File: src/rtl/mips_pkg.sv
// Shared MIPS datapath types: register addresses and writeback source select.
package mips_pkg;

  typedef logic [4:0] reg_addr_t;

  typedef enum logic {
    WB_ALU = 1'b0,
    WB_MEM = 1'b1
  } wb_src_e;

  localparam reg_addr_t REG_ZERO = 5'd0;

endpackage

File: src/rtl/wb_rr_arbiter.sv
// Two-requester round-robin arbiter for the single register-file write port.
module wb_rr_arbiter
  import mips_pkg::*;
(
  input  logic    clk,
  input  logic    reset,
  input  logic    alu_valid,
  input  logic    mem_valid,
  output logic    alu_grant,
  output logic    mem_grant,
  output wb_src_e grant_src
);

  wb_src_e last_q, last_d;

  always_comb begin
    alu_grant = 1'b0;
    mem_grant = 1'b0;
    last_d    = last_q;
    if (alu_valid && mem_valid) begin
      // Conflict: favour whichever path lost the previous conflict.
      if (last_q == WB_ALU) begin
        mem_grant = 1'b1;
        last_d    = WB_MEM;
      end else begin
        alu_grant = 1'b1;
        last_d    = WB_ALU;
      end
    end else begin
      alu_grant = alu_valid;
      mem_grant = mem_valid;
    end
    grant_src = mem_grant ? WB_MEM : WB_ALU;
  end

  always_ff @(posedge clk) begin
    if (reset) begin
      last_q <= WB_ALU;
    end else begin
      last_q <= last_d;
    end
  end

endmodule

File: src/rtl/reg_dest_scoreboard.sv
// Issue-stage destination select, busy-register scoreboard with outstanding-write
// limit, and register-file write-port arbitration between ALU and load returns.
module reg_dest_scoreboard
  import mips_pkg::*;
#(
  parameter int unsigned NUM_REGS = 32,
  parameter int unsigned ADDR_W   = 5,
  parameter int unsigned MAX_OUT  = 4
) (
  input  logic                clk,
  input  logic                reset,
  input  logic                issue_valid,
  output logic                issue_ready,
  input  logic                issue_regdst,
  input  logic                issue_regwrite,
  input  logic [ADDR_W-1:0]   issue_rs,
  input  logic [ADDR_W-1:0]   issue_rt,
  input  logic [ADDR_W-1:0]   issue_rd,
  output logic [ADDR_W-1:0]   issue_dest,
  input  logic                alu_wb_valid,
  input  logic [ADDR_W-1:0]   alu_wb_dest,
  output logic                alu_wb_ready,
  input  logic                mem_wb_valid,
  input  logic [ADDR_W-1:0]   mem_wb_dest,
  output logic                mem_wb_ready,
  output logic                rf_we,
  output logic [ADDR_W-1:0]   rf_waddr,
  output logic                rf_wsel,
  output logic [NUM_REGS-1:0] busy_vec,
  output logic                wb_err
);

  localparam int unsigned    CntW   = $clog2(MAX_OUT + 1);
  localparam logic [CntW-1:0] MaxCnt = CntW'(MAX_OUT);

  logic [NUM_REGS-1:0] busy_q, busy_d;
  logic [CntW-1:0]     cnt_q, cnt_d;
  logic                err_d;

  logic                rs_busy, rt_busy, dest_busy, hazard;
  logic                issue_set;
  logic                wb_fire, wb_nz, cnt_dec;
  logic [ADDR_W-1:0]   wb_dest;
  wb_src_e             wb_src;

  wb_rr_arbiter u_arb (
    .clk       (clk),
    .reset     (reset),
    .alu_valid (alu_wb_valid),
    .mem_valid (mem_wb_valid),
    .alu_grant (alu_wb_ready),
    .mem_grant (mem_wb_ready),
    .grant_src (wb_src)
  );

  always_comb begin
    issue_dest  = issue_regdst ? issue_rd : issue_rt;
    // RT is always treated as a source, even for I-type instructions.
    rs_busy     = (issue_rs != REG_ZERO) && busy_q[issue_rs];
    rt_busy     = (issue_rt != REG_ZERO) && busy_q[issue_rt];
    dest_busy   = (issue_dest != REG_ZERO) && busy_q[issue_dest];
    hazard      = rs_busy || rt_busy || (issue_regwrite && dest_busy);
    issue_ready = !hazard && (cnt_q < MaxCnt);
    issue_set   = issue_valid && issue_ready && issue_regwrite && (issue_dest != REG_ZERO);

    wb_fire = alu_wb_ready || mem_wb_ready;
    wb_dest = (wb_src == WB_MEM) ? mem_wb_dest : alu_wb_dest;
    wb_nz   = wb_dest != REG_ZERO;
    cnt_dec = wb_fire && (cnt_q != '0);

    busy_d = busy_q;
    if (wb_fire && wb_nz) busy_d[wb_dest] = 1'b0;
    if (issue_set) busy_d[issue_dest] = 1'b1;

    cnt_d = cnt_q;
    if (issue_set && !cnt_dec) begin
      cnt_d = cnt_q + CntW'(1);
    end else if (!issue_set && cnt_dec) begin
      cnt_d = cnt_q - CntW'(1);
    end

    err_d = wb_err || (wb_fire && wb_nz && !busy_q[wb_dest]);
  end

  always_ff @(posedge clk) begin
    if (reset) begin
      busy_q   <= '0;
      cnt_q    <= '0;
      wb_err   <= 1'b0;
      rf_we    <= 1'b0;
      rf_waddr <= '0;
      rf_wsel  <= 1'b0;
    end else begin
      busy_q <= busy_d;
      cnt_q  <= cnt_d;
      wb_err <= err_d;
      rf_we  <= wb_fire && wb_nz;
      if (wb_fire) begin
        rf_waddr <= wb_dest;
        rf_wsel  <= wb_src;
      end
    end
  end

  assign busy_vec = busy_q;

endmodule
File: config.mk
export PLATFORM = sky130hd
export DESIGN_NAME = reg_dest_scoreboard
export DESIGN_NICKNAME = d
export VERILOG_FILES = /design/src/rtl/mips_pkg.sv /design/src/rtl/wb_rr_arbiter.sv /design/src/rtl/reg_dest_scoreboard.sv
export SDC_FILE = /design/constraint.sdc
export NUM_CORES = 1
export LEC_CHECK = 0
export BUFFER_PORTS_ARGS = -buffer_cell sky130_fd_sc_hd__buf_2
export CAP_MARGIN = 20
export CELL_PAD_IN_SITES_DETAIL_PLACEMENT = 1
export CELL_PAD_IN_SITES_GLOBAL_PLACEMENT = 1
export CORE_AREA = 4 4 100 102
export CTS_CLUSTER_SIZE = 25
export DETAILED_ROUTE_END_ITERATION = 8
export DIE_AREA = 0 0 104 106
export GPL_ROUTABILITY_DRIVEN = 0
export GPL_TIMING_DRIVEN = 0
export PLACE_DENSITY = 0.84
export RECOVER_POWER = 100
export SETUP_SLACK_MARGIN = 0.1
export SLEW_MARGIN = 20
export SYNTH_ARGS = -nofsm -noshare
export SYNTH_HDL_FRONTEND = slang
export SYNTH_SLANG_ARGS = --single-unit
File: constraint.sdc
create_clock -name clk -period 5 [get_ports clk]
set_input_delay 1 -clock clk [delete_from_list [all_inputs] [get_ports clk]]
set_output_delay 1 -clock clk [all_outputs]
set_load 0.1 [all_outputs]
# After elaboration in Yosys (flattened, before gate mapping)
# Cells that the tools add are included.
[totals]
in_bits = 32
ff_bits = 44
elab_cells = 72
[classes]
muxes = 23
n_reduce_logical = 30
n_lt_le_gt_ge = 7
bitwise = 3
addsub = 2
[op_table]
columns = ["operator", "count"]
rows = [
  ["32-bit two-way mux", 2],
  ["32-bit bitwise AND", 1],
  ["32-bit NOT", 1],
  ["32-bit bitwise OR", 1],
  ["5-bit by 6-bit < comparator with 1-bit output (second input constant)", 4],
  ["1-bit binary-select mux with 5-bit select", 4],
  ["5-bit nonzero test", 4],
  ["1-bit logical AND", 16],
  ["1-bit two-way mux", 11],
  ["1-bit demux with 5-bit select", 2],
  ["5-bit by 1-bit >= comparator with 1-bit output (second input constant)", 2],
  ["5-bit two-way mux", 2],
  ["3-bit two-way mux", 2],
  ["1-bit zero test", 4],
  ["1-bit logical OR", 4],
  ["3-bit by 1-bit adder with 3-bit output (second input constant)", 1],
  ["3-bit < comparator (second input constant)", 1],
  ["3-bit nonzero test", 1],
  ["3-bit by 1-bit subtractor with 3-bit output (second input constant)", 1],
  ["2-bit nonzero test", 1],
]

# Logic depth before layout (Yosys ltp)
[depth]
ltp_word = 15
mapped_depth = 17

# Hierarchy
# From an unflattened synthesis, not the netlist that was laid out.
[unflattened]
cells_unflattened = 448
hier_area_um2 = 3920.0
[by_module_without_submodules]
columns = ["mod", "area_per_inst_um2", "n_inst", "cells_each"]
rows = [
  ["reg_dest_scoreboard", 3847.4, 1, 440],
  ["wb_rr_arbiter", 72.6, 1, 8],
]

# Least setup slack after synthesis
# Ideal clock, no wire load.
[synth_timing]
path_kind = "input port to output port"
startpoint = "in issue_regdst"
endpoint = "out issue_ready"
cell_stages = 11
arrival_time_ps = 3839
setup_slack_ps = 161
n_path_buf = 4
path_cell_list = "buf_6 buf_2 mux2i_1 inv_1 nand2_1 o22ai_1 nor4_1 or4b_1 buf_2 buf_6 inv_1"
[synth_between]
elab_chain_len = 8
[synth_lines]
columns = ["item", "line", "rtl"]
rows = [
  ["from (decl)", "reg_dest_scoreboard.sv:14", "input logic issue_regdst,"],
  ["5-bit two-way mux (*)", "reg_dest_scoreboard.sv:57", "issue_dest = issue_regdst ? issue_rd : issue_rt;"],
  ["via issue_dest[3]", "reg_dest_scoreboard.sv:19", "output logic [ADDR_W-1:0] issue_dest,"],
  ["1-bit binary-select mux with 5-bit select", "reg_dest_scoreboard.sv:61", "dest_busy = (issue_dest != REG_ZERO) && busy_q[issue_dest];"],
  ["1-bit two-way mux (not written as such)", "reg_dest_scoreboard.sv:61", ""],
  ["1-bit logical AND (*)", "reg_dest_scoreboard.sv:61", ""],
  ["1-bit logical AND (*)", "reg_dest_scoreboard.sv:62", "hazard = rs_busy || rt_busy || (issue_regwrite && dest_busy);"],
  ["1-bit logical OR (*)", "reg_dest_scoreboard.sv:62", ""],
  ["1-bit zero test (*)", "reg_dest_scoreboard.sv:63", "issue_ready = !hazard && (cnt_q < MaxCnt);"],
  ["1-bit logical AND (*)", "reg_dest_scoreboard.sv:63", ""],
  ["to (decl)", "reg_dest_scoreboard.sv:13", "output logic issue_ready,"],
]
# The timed path passes the listed nets; every way through them passes the cells marked *. The select of a mux whose other input is x is not followed.

# Worst setup path after layout
[layout_timing]
startpoint = "in issue_regdst"
endpoint = "out issue_ready"
[layout_between]
elab_chain_len = 8
[layout_lines]
columns = ["item", "line"]
rows = [
  ["5-bit two-way mux (*)", "reg_dest_scoreboard.sv:57"],
  ["1-bit binary-select mux with 5-bit select", "reg_dest_scoreboard.sv:61"],
  ["1-bit two-way mux (not written as such)", "reg_dest_scoreboard.sv:61"],
  ["1-bit logical AND (*)", "reg_dest_scoreboard.sv:61"],
  ["1-bit logical AND (*)", "reg_dest_scoreboard.sv:62"],
  ["1-bit logical OR (*)", "reg_dest_scoreboard.sv:62"],
  ["1-bit zero test (*)", "reg_dest_scoreboard.sv:63"],
  ["1-bit logical AND (*)", "reg_dest_scoreboard.sv:63"],
]
# Mark *: on every way between the ends. The rest lies on a longest branch, timed or not. The select of a mux whose other input is x is not followed.

==> summary.txt <==
Setup path
  • Origin of the critical flop-to-flop path: busy_vec[29]$_SDFF_PP0_
  • Crit-path max FO: 10
  • Crit path from: issue_regdst
  • CP startpoint kind: primary input
  • Worst Path Arrival: 3760 ps
  • Worst EP required: 4000 ps
  • Critical Path End Type: output port
  • Critical path class: primary input to output port

Clock tree
  • Reg clk slew, reported paths: around 80 ps
  • Root buf cell: clkbuf_8
  • Clock latency on the worst-skew pair: 310 ps
  • Clock sink total: 44
  • # hold bufs at CTS: 0
  • CTS Buf Count: 5
  • H-tree depth: 2
  • CTS tree: done
  • Clk buf depth: 2

Die
  • Die Area: ~11000 um2
  • IO Count: 80
  • Initial Util: between 30 and 40%
  • Die Wd: approximately 100 um
  • # rows: 35
  • Die Ht: 106 um
  • Placeable Area: a little over 9000 um2

Cells and area
  • Fill count: between 1000 and 1500
  • P&R area growth vs syn: 12.80%
  • Antenna Cells: 0
  • Storage cell area: between 800 and 900 um2
  • Multi-input gate area: about 2400 um2
  • Final #Nets: roughly 550
  • Share of cells above drive strength 1: 14.37%
  • Core Util, Final: between 40% and 50%

Drt
  • Via density: roughly 6.5
  • Pre-antenna DRT Iters: 4
  • DRC Markers: 0
  • Final wirelength: 14950 um
  • Iter 0 DRT Violations: 302
  • Antenna-violating nets left: 0
  • Post-DR wirelength/cell: between 20 and 25 um
  • Routed via count: just over 4000

Place
  • Port Buffers: 75
  • DP HPWL: between 10000 and 15000 um

Global route
  • GRT Overall Usage: a little over a quarter
  • Overflow after GRT: 0
  • Pin count of the biggest net entering global routing: 15
  • Antenna violations before repair: 0
  • Global-route wire length before repair: 23560 um
  • Vias in the first global route: ~4300

Synth
  • Most common cell in the synthesized netlist: nand2_1
  • Sequential fraction of the synthesis area: between 20% and 30%
  • Most frequent cells after synthesis: nand2_1, dfxtp_1, a21oi_1, mux2i_1
  • Mapped cell area: around 3600 um2
  • Synth top area share: 24.29%
  • Post-synthesis cell count: between 400 and 500
  • Most common flop cell mapped by yosys: dfxtp_1
  • YS warnings: 0
  • Area contributors post-synth: dfxtp_1, o41ai_2, mux2i_1
  • Area leader, netlist: dfxtp_1
  • Synth Register Bits: 44
  • Ys async rst share: 0%
  • Yosys cell types: 55
  • Post-synth EDFFs: 0
  • Syn_area_per_cell: roughly 8.4 um2
  • Synthesized net count: 464

STA
  • Setup Viol. Count Final: 0
  • Setup Skew: 10.05 ps
  • RSZ-0062 raised after global routing: no
  • Hold Slack: roughly 510 ps
  • Slew at the pin closest to its max-slew limit: about 1200 ps
  • Max frequency: between 0.2 and 0.25 GHz
  • Fin crit share: 95.28%
  • Minimum clock period: between 4000 and 5000 ps
  • Final hold viol count: 0
  • Slew Viols, Final: 0
  • Post-Route Setup TNS: 0 ps
  • Max_slew headroom: about a fifth

Job
  • Max cap viols: 0

Worst hold path
  • Hold Crit Class: flip-flop to flip-flop
  • Hold Crit Start: rf_wsel$_SDFFE_PP0P_

Power and ir drop
  • Leakage: roughly 1.5 nW
  • Maximum vdd drop: approximately 0.12 mV
  • P per Cell Area: around 260 nW/um2

Status
  • Outcome: finished, final reports clean
## what timing repair did
action                     4_1_cts  5_1_grt
setup endpoints to repair        1        1
setup buffers                    0        2
gates resized for setup          1        2
pin swaps                        0        2
## cell type report
cell class              instances  area share, %
inverters                      13          1.193
repair buffers                 77          8.168
clock buffers                   5          1.682
multi-input cells             343          58.98
plain buffers                  30          4.007
clock inverters                 3          1.040
flip-flops and latches         44          21.54
well taps                     111          3.396
## layout by cell type (no fill, tap or decap), types with 4 or more instances in the layout
master / count
a211oi_1: 6
a21oi_1: 34
and2_1: 5
buf_2: 32
buf_4: 4
buf_6: 5
clkbuf_1: 65
clkbuf_8: 5
dfxtp_1: 44
inv_1: 13
mux2_2: 5
mux2i_1: 34
mux4_2: 8
nand2_1: 57
nand2b_1: 8
nand3_1: 29
nor2_1: 29
nor2b_1: 8
nor3_1: 8
nor4_1: 6
o211ai_1: 11
o41ai_1: 27
o41ai_2: 6
## per-layer routing
layer,share of wire [%],GRT usage (%)
met1,39,31.61
met2,49,47.40
met3,7.4,4.432
met4,4.4,11.21
met5,0,0
## critical path, cell delays in order
cell and delay [ps]:
buf_2 110, buf_6 150, buf_2 230, nand3_1 280, a21oi_1 220, nor4_1 70, o221ai_1 330, nor4_1 90
or4b_1 530, buf_2 200, buf_6 170, inv_1 50, clkbuf_4 320
## registers in the layout, indices dropped and copies added (netlist names)
| name | count |
|---|---|
| wb_err | 1 |
| busy_vec | 32 |
| u_arb.last_q | 1 |
| cnt_q | 3 |
| rf_we | 1 |
| rf_wsel | 1 |
| rf_waddr | 5 |
## kinds of logic (layout without fill, tap and decap cells)
logic type	count (synthesis)	in the layout	share of synthesized area, %
and+or+nand+nor	170	170	22.74
AOI/OAI and AO/OA	118	118	28.05
muxes	50	50	17.39
DFF	44	44	24.29
buffers and inverters	43	128	5.900
xor gates and xnor gates	3	3	0.7248
adders and majority gates	2	2	0.8971
## through the flow
stage	setup WS (ps)	std cells	total power (W)	area, um2
5_1_grt	118.0	626	0.001123	4090
4_1_cts	156.3	624	0.001089	4260
3_5_place_dp	6.835	616	0.0008092	4140
3_3_place_gp	105.5	616	0.0007925	4140
2_1_floorplan	161.2	430	0.0007038	3626
6_report	236.2	626	0.001079	4090
## report_power, final
group | internal, W | leakage (nW) | switching (W)
Clock | 0.000148 | 0.0541 | 0.000133
Sequential | 0.000366 | 0.358 | 0.0000174
Combinational | 0.000116 | 1.08 | 0.000299
Total | 0.000630 | 1.50 | 0.000449
## path summary, 6_finish.rpt
path	cells after the start	endpoint	slack [ps]
setup reg to reg	13	cnt_q[2]$_SDFFE_PP0P_	1180
hold / removal	2	rf_wsel$_SDFFE_PP0P_	510
hold reg to reg	2	rf_wsel$_SDFFE_PP0P_	510
setup / recovery	13	issue_ready	240
Note: power is estimated with default switching activity, not from simulation.
